===== config.mk =====
export PLATFORM = sky130hd
export DESIGN_NAME = mjpg_stream_parser
export DESIGN_NICKNAME = d
export VERILOG_FILES = /design/src/rtl/mjpg_pkg.sv /design/src/rtl/mjpg_byte_skid.sv /design/src/rtl/mjpg_stream_parser.sv
export SDC_FILE = /design/constraint.sdc
export NUM_CORES = 1
export LEC_CHECK = 0
export ABC_AREA = 0
export CORE_ASPECT_RATIO = 1.2
export CORE_MARGIN = 2
export CORE_UTILIZATION = 25
export DETAILED_ROUTE_END_ITERATION = 7
export DONT_BUFFER_PORTS = 1
export PLACE_DENSITY = 0.5
export SLEW_MARGIN = 20
export SYNTH_ARGS = -nofsm -noshare
export SYNTH_HDL_FRONTEND = slang
export SYNTH_HIERARCHICAL = 1
export SYNTH_SLANG_ARGS = --single-unit

===== constraint.sdc =====
create_clock -name clk -period 3.06 [get_ports clk]
set_clock_uncertainty 0.1 [all_clocks]
set_input_delay 0.459 -clock clk [delete_from_list [all_inputs] [get_ports clk]]
set_output_delay 0.459 -clock clk [all_outputs]
set_load 0.01 [all_outputs]

===== src/rtl/mjpg_pkg.sv =====
// Shared marker codes and parser state encoding for the MJPEG stream parser.
package mjpg_pkg;

  typedef enum logic [2:0] {
    ST_HUNT,
    ST_HUNT_FF,
    ST_MARKER,
    ST_LEN_HI,
    ST_LEN_LO,
    ST_SEG_BODY,
    ST_ECS,
    ST_ECS_FF
  } state_t;

  localparam logic [7:0] M_FF    = 8'hFF;
  localparam logic [7:0] M_STUFF = 8'h00;
  localparam logic [7:0] M_SOI   = 8'hD8;
  localparam logic [7:0] M_EOI   = 8'hD9;
  localparam logic [7:0] M_SOS   = 8'hDA;
  localparam logic [7:0] M_SOF0  = 8'hC0;
  localparam logic [7:0] M_RST0  = 8'hD0;

  // RST0..RST7 share the upper five bits of D0.
  function automatic logic is_rst_marker(input logic [7:0] code);
    return code[7:3] == M_RST0[7:3];
  endfunction

  // Marker codes that carry a length-prefixed segment.
  function automatic logic is_seg_marker(input logic [7:0] code);
    return (code[7:4] == 4'hC) || (code[7:4] == 4'hE) ||
           (code == 8'hDB) || (code == 8'hDD) || (code == 8'hFE) ||
           (code == M_SOS);
  endfunction

endpackage


===== src/rtl/mjpg_byte_skid.sv =====
// One-entry output register: holds data stable under backpressure, reloads on transfer.
module mjpg_byte_skid
  import mjpg_pkg::*;
#(
  parameter int DATA_W = 8
) (
  input  logic              clk,
  input  logic              rst,
  input  logic              in_vld,
  input  logic [DATA_W-1:0] in_data,
  input  logic              in_last,
  output logic              can_accept,
  output logic              ovalid,
  input  logic              oready,
  output logic [DATA_W-1:0] odata,
  output logic              olast
);

  logic              vld_p1;
  logic [DATA_W-1:0] data_p1;
  logic              last_p1;

  assign can_accept = !vld_p1 || oready;
  assign ovalid     = vld_p1;
  assign odata      = data_p1;
  assign olast      = last_p1;

  // p1: output register
  always_ff @(posedge clk) begin
    if (!rst) begin
      vld_p1  <= 1'b0;
      data_p1 <= '0;
      last_p1 <= 1'b0;
    end else if (in_vld && can_accept) begin
      vld_p1  <= 1'b1;
      data_p1 <= in_data;
      last_p1 <= in_last;
    end else if (vld_p1 && oready) begin
      vld_p1  <= 1'b0;
      last_p1 <= 1'b0;
    end
  end

endmodule


===== src/rtl/mjpg_stream_parser.sv =====
// MJPEG byte-stream parser: walks JPEG markers, captures SOF0 size, emits unstuffed ECS bytes.
module mjpg_stream_parser
  import mjpg_pkg::*;
#(
  parameter int STRICT = 1
) (
  input  logic        clk,
  input  logic        rst,
  input  logic        ready,
  input  logic [7:0]  jpeg,
  output logic        dequeue,
  output logic        ovalid,
  input  logic        oready,
  output logic [7:0]  odata,
  output logic        olast,
  output logic [15:0] width,
  output logic [15:0] height,
  output logic        frame_start,
  output logic        frame_done,
  output logic        err
);

  state_t      state, state_n;
  logic        mk_ff, mk_ff_n;
  logic        is_sos, sos_n;
  logic        is_sof0, sof0_n;
  logic [7:0]  len_hi, len_hi_n;
  logic [15:0] cnt, cnt_n;
  logic [2:0]  off, off_n;
  logic        vld_p0, vld_p0_n;
  logic [7:0]  data_p0, data_p0_n;
  logic [15:0] width_n, height_n;
  logic        start_n, done_n, err_n;
  logic        fwd_vld, fwd_last;
  logic        can_accept;
  logic        in_ecs;
  logic [15:0] seg_len;

  function automatic logic [2:0] sat_inc3(input logic [2:0] v);
    return (v == 3'd7) ? v : v + 3'd1;
  endfunction

  function automatic logic [15:0] sat_dec16(input logic [15:0] v);
    return (v == 16'd0) ? v : v - 16'd1;
  endfunction

  assign in_ecs  = (state == ST_ECS) || (state == ST_ECS_FF);
  assign dequeue = rst && ready && (!in_ecs || can_accept);
  assign seg_len = {len_hi, jpeg};

  always_comb begin
    state_n   = state;
    mk_ff_n   = mk_ff;
    sos_n     = is_sos;
    sof0_n    = is_sof0;
    len_hi_n  = len_hi;
    cnt_n     = cnt;
    off_n     = off;
    vld_p0_n  = vld_p0;
    data_p0_n = data_p0;
    width_n   = width;
    height_n  = height;
    start_n   = 1'b0;
    done_n    = 1'b0;
    err_n     = 1'b0;
    fwd_vld   = 1'b0;
    fwd_last  = 1'b0;
    if (dequeue) begin
      case (state)
        ST_HUNT: begin
          if (jpeg == M_FF) state_n = ST_HUNT_FF;
        end
        ST_HUNT_FF: begin
          if (jpeg == M_SOI) begin
            start_n  = 1'b1;
            mk_ff_n  = 1'b0;
            vld_p0_n = 1'b0;
            state_n  = ST_MARKER;
          end else if (jpeg != M_FF) begin
            state_n = ST_HUNT;
          end
        end
        ST_MARKER: begin
          if (jpeg == M_FF) begin
            mk_ff_n = 1'b1;
          end else if (!mk_ff) begin
            err_n   = 1'b1;
            state_n = ST_HUNT;
          end else begin
            mk_ff_n = 1'b0;
            if (jpeg == M_SOI) begin
              // a fresh SOI restarts the frame in place
              err_n   = 1'b1;
              start_n = 1'b1;
            end else if (jpeg == M_EOI) begin
              done_n  = 1'b1;
              state_n = ST_HUNT;
            end else if (is_seg_marker(jpeg)) begin
              sos_n   = (jpeg == M_SOS);
              sof0_n  = (jpeg == M_SOF0);
              state_n = ST_LEN_HI;
            end else begin
              err_n   = 1'b1;
              state_n = ST_HUNT;
            end
          end
        end
        ST_LEN_HI: begin
          len_hi_n = jpeg;
          state_n  = ST_LEN_LO;
        end
        ST_LEN_LO: begin
          off_n = 3'd0;
          if (seg_len < 16'd2) begin
            cnt_n   = 16'd0;
            err_n   = 1'b1;
            state_n = ST_HUNT;
          end else begin
            cnt_n = seg_len - 16'd2;
            if (seg_len == 16'd2) state_n = is_sos ? ST_ECS : ST_MARKER;
            else                  state_n = ST_SEG_BODY;
          end
        end
        ST_SEG_BODY: begin
          if (is_sof0) begin
            case (off)
              3'd1:    height_n[15:8] = jpeg;
              3'd2:    height_n[7:0]  = jpeg;
              3'd3:    width_n[15:8]  = jpeg;
              3'd4:    width_n[7:0]   = jpeg;
              default: ;
            endcase
          end
          off_n = sat_inc3(off);
          cnt_n = sat_dec16(cnt);
          if (cnt <= 16'd1) state_n = is_sos ? ST_ECS : ST_MARKER;
        end
        ST_ECS: begin
          if (jpeg == M_FF) begin
            state_n = ST_ECS_FF;
          end else begin
            fwd_vld   = vld_p0;
            vld_p0_n  = 1'b1;
            data_p0_n = jpeg;
          end
        end
        ST_ECS_FF: begin
          if (jpeg == M_STUFF) begin
            fwd_vld   = vld_p0;
            vld_p0_n  = 1'b1;
            data_p0_n = M_FF;
            state_n   = ST_ECS;
          end else if (jpeg == M_FF) begin
            state_n = ST_ECS_FF;
          end else if (is_rst_marker(jpeg)) begin
            state_n = ST_ECS;
          end else if (jpeg == M_EOI) begin
            // the held byte is the last of the frame
            fwd_vld  = vld_p0;
            fwd_last = 1'b1;
            vld_p0_n = 1'b0;
            done_n   = 1'b1;
            state_n  = ST_HUNT;
          end else if (jpeg == M_SOI) begin
            err_n    = 1'b1;
            start_n  = 1'b1;
            vld_p0_n = 1'b0;
            mk_ff_n  = 1'b0;
            state_n  = ST_MARKER;
          end else if (STRICT != 0) begin
            err_n    = 1'b1;
            vld_p0_n = 1'b0;
            state_n  = ST_HUNT;
          end else begin
            state_n = ST_ECS;
          end
        end
        default: state_n = ST_HUNT;
      endcase
    end
  end

  // p0: control state, pending-byte valid, captured size, event pulses
  always_ff @(posedge clk) begin
    if (!rst) begin
      state       <= ST_HUNT;
      mk_ff       <= 1'b0;
      is_sos      <= 1'b0;
      is_sof0     <= 1'b0;
      vld_p0      <= 1'b0;
      width       <= 16'd0;
      height      <= 16'd0;
      frame_start <= 1'b0;
      frame_done  <= 1'b0;
      err         <= 1'b0;
    end else begin
      state       <= state_n;
      mk_ff       <= mk_ff_n;
      is_sos      <= sos_n;
      is_sof0     <= sof0_n;
      vld_p0      <= vld_p0_n;
      width       <= width_n;
      height      <= height_n;
      frame_start <= start_n;
      frame_done  <= done_n;
      err         <= err_n;
    end
  end

  always_ff @(posedge clk) begin
    len_hi  <= len_hi_n;
    cnt     <= cnt_n;
    off     <= off_n;
    data_p0 <= data_p0_n;
  end

  mjpg_byte_skid #(.DATA_W(8)) u_skid (
    .clk        (clk),
    .rst        (rst),
    .in_vld     (fwd_vld),
    .in_data    (data_p0),
    .in_last    (fwd_last),
    .can_accept (can_accept),
    .ovalid     (ovalid),
    .oready     (oready),
    .odata      (odata),
    .olast      (olast)
  );

endmodule


==> results by group <==
Outcome
  • Status: finished, final reports clean

STA
  • Final Cycle Share: 76.8%
  • RSZ-0062 raised after global routing: no
  • Final critical-path required period: 2.35 ns
  • Worst-Margin Slew: 0.736 ns
  • Final TNS setup: 0 ns
  • Fin. max-slew vios: 0
  • Final Hold Viols: 0
  • Final setup viols: 0
  • Max Clock Freq: 426 MHz
  • Worst slew margin: 50.9%

Route
  • Iter 0 DRT Violations: between 300 and 400
  • Total Routed Length: 12.6 mm
  • Final ANT Viol Nets: 0
  • Drt first pass iters: 6
  • DRC violations left: 0
  • Drt wl/cell: 18.1 um
  • Vias/cell: 5.18
  • Vias: 3,624

Layout
  • N_diodes: 0
  • Post-Layout Cell Count: 699
  • Area Overhead vs Synth: 11.3%
  • Commonest non-fill, non-tap cell in the layout: dfxtp_1
  • Nets: 491
  • Fraction of final layout cells sized beyond drive strength 1: 9.68%
  • Commonest non-fill, non-tap cells in the layout: dfxtp_1 (52), nor2_1 (46), nand2_1 (42), edfxtp_1 (35), nand3_1 (30)

Synth
  • Syn Nets: 500
  • Ys Warns: 6
  • Post-synthesis cell area: 4600 um2
  • Syn avg cell area: 9.60 um2
  • Seq cells post-synth: 87
  • Mapped Cells: ~480
  • Netlist cell types: 67
  • Number of flops mapped to enable cells by yosys: 35
  • Top_reg_cell synth: dfxtp_1
  • Register area share after synthesis: 45.5%
  • Async set-reset flop share out of synthesis: 0%

Global routing
  • Number of global-route vias before repair: 3,537
  • Global-route wire length before repair: 19.7 mm
  • All-Layer GR Usage: between 10% and 20%
  • Grt total ovfl: 0
  • Largest net degree at the start of global routing: 38
  • Antenna violations before repair: 0

Clock network
  • Setup Buffers After CTS: 0
  • Clk Latency, worst-skew pair: roughly 0.34 ns
  • Clock sinks: 87
  • Clock Pin Slew Worst Setup and Hold Paths: 0.07 ns
  • Post_cts resized: 0
  • Root buffer cell: clkbuf_16
  • CTS tree: done
  • Hold buffer count at CTS: 0
  • Cts bufs inserted: 9
  • Clock buffer depth: 2
  • H-tree depth: 3

Setup path
  • CP max stage cell: dfxtp_1
  • Reg2reg path depth: 5
  • Element type at the critical path start: flop
  • CP Class: flop to flop
  • Crit-path leading delay family: flip-flops
  • Critical Path Source: state[0]
  • CP bufs+invs: 0
  • Worst path required time: 3.21 ns
  • CP max stage delay: 0.80 ns
  • Max FO, Critical Path: 19
  • Instance count on the critical path: 5
  • Type of destination of the critical path: flop
  • Worst r2r src: state[0]
  • Critical path arrival: 2.50 ns
  • Critical Path, Cell by Cell: nand3_1 -> a31o_2 -> nor2b_1 -> o21ai_0 -> a31oi_1

Die
  • Die ar.: around 19,000 um2
  • Initial core utilization: 25.4%
  • Core region area: 18,100 um2
  • Top Ports: 58
  • Row count: 54
  • Die Wd: 128 um
  • Die height: 153 um

Pwr
  • Net Sw Frac: ~22%
  • Power share of the clock group: between 40% and 50%
  • Comb pwr share: between 2 and 3%
  • P_leak: 1.80 nW
  • PD cells: approximately 470 nW/um2
  • NetSw: 0.523 mW
  • Maximum vdd drop: ~0.24 mV
  • Reg power frac: 50.0%
  • P_int: 1.89 mW

Worst hold path
  • Worst hold start: jpeg[4]
  • Hold path cells: 0
  • Tightest Hold Check Type: input pin to flop

Placement
  • Hpwl dp: 8.76 mm
  • Port Buffers: 0
  • Placed Instances: 683
  • Placer congestion estimate: about 0.9

Job
  • Max Cap Viol: 0
state kept, by name, summed over array words and instances (netlist names), 3 cells and up:
name,cells
cnt,16
data_p0,8
height,16
len_hi,8
off,3
state,3
u_skid/odata,8
width,16
kinds of logic (layout without fill, tap and decap cells):
| logic type | count (synthesis) | in the layout | share of synthesized area, % |
|---|---|---|---|
| compound gates | 83 | 83 | 11.8 |
| xor+xnor | 27 | 27 | 5.14 |
| fa+ha+maj | 9 | 9 | 2.45 |
| buf+inv | 43 | 39 | 4.11 |
| flops | 87 | 87 | 45.5 |
| mux | 27 | 27 | 5.88 |
| simple gates | 203 | 203 | 25.2 |
worst paths after layout:
check,to,slack [ns]
hold / removal,len_hi[4],0.11
setup / recovery,err,0.71
setup reg to reg,err,0.71
hold reg to reg,vld_p0,0.37
cell type report:
cell class | instances | area, um2
clock buffer | 12 | 279
clock inverter | 4 | 31.3
fill | 1914 | 13000
inverter | 15 | 56.3
multi-input combinational | 349 | 2320
sequential | 87 | 2090
tap | 224 | 280
timing repair buffer | 8 | 60.1
routing by layer:
layer / routed length (um) / global-route usage, % / vias up
li1: - / - / 1726
met1: 5220 / 15.0 / 1738
met2: 6180 / 21.9 / 135
met3: 934 / 3.72 / 25
met4: 308 / 5.34 / 0
met5: 0 / 0 / -
power by group through the flow:
stage / clock network [mW] / logic, mW / registers (mW)
floorplan: 0 / 0.0746 / 1.23
global placement: 0 / 0.0693 / 1.23
detailed placement: 0 / 0.0697 / 1.23
CTS: 1.16 / 0.0703 / 1.20
global route: 1.20 / 0.0784 / 1.20
finish: 1.13 / 0.0708 / 1.21
cells in the mapped netlist (13+ instances only):
| master | count | share of area (%) |
|---|---|---|
| a21oi_1 | 18 | 2.0 |
| buf_2 | 13 | 1.4 |
| nand2_1 | 42 | 3.4 |
| mux2i_1 | 27 | 5.9 |
| xnor2_1 | 20 | 3.8 |
| clkbuf_1 | 13 | 1.1 |
| nand3_1 | 30 | 3.3 |
| nand4_1 | 15 | 2.0 |
| edfxtp_1 | 35 | 23 |
| nor2_1 | 46 | 3.8 |
| inv_1 | 13 | 1.1 |
| dfxtp_1 | 52 | 23 |
| o21ai_0 | 23 | 2.5 |
per-stage QoR:
stage          instance area (um2)  setup slack, ns  hold slack [ns]  total power [mW]  utilization, %
2_1_floorplan                 4600            0.454            0.341              1.30               -
3_3_place_gp                  4810            0.712            0.357              1.30            26.5
3_5_place_dp                  4810            0.732            0.364              1.30            26.5
4_1_cts                       5120            0.707           0.0960              2.44            28.3
5_1_grt                       5120            0.555           0.0958              2.48            28.3
6_report                      5120            0.711            0.111              2.41            28.3
worst reg2reg max path, cell delays in order, from the launching register on:
cell and delay (ns):
dfxtp_1 0.80, nand3_1 0.52, a31o_2 0.44, nor2b_1 0.13, o21ai_0 0.09, a31oi_1 0.20
(Power assumes the default switching activity.)
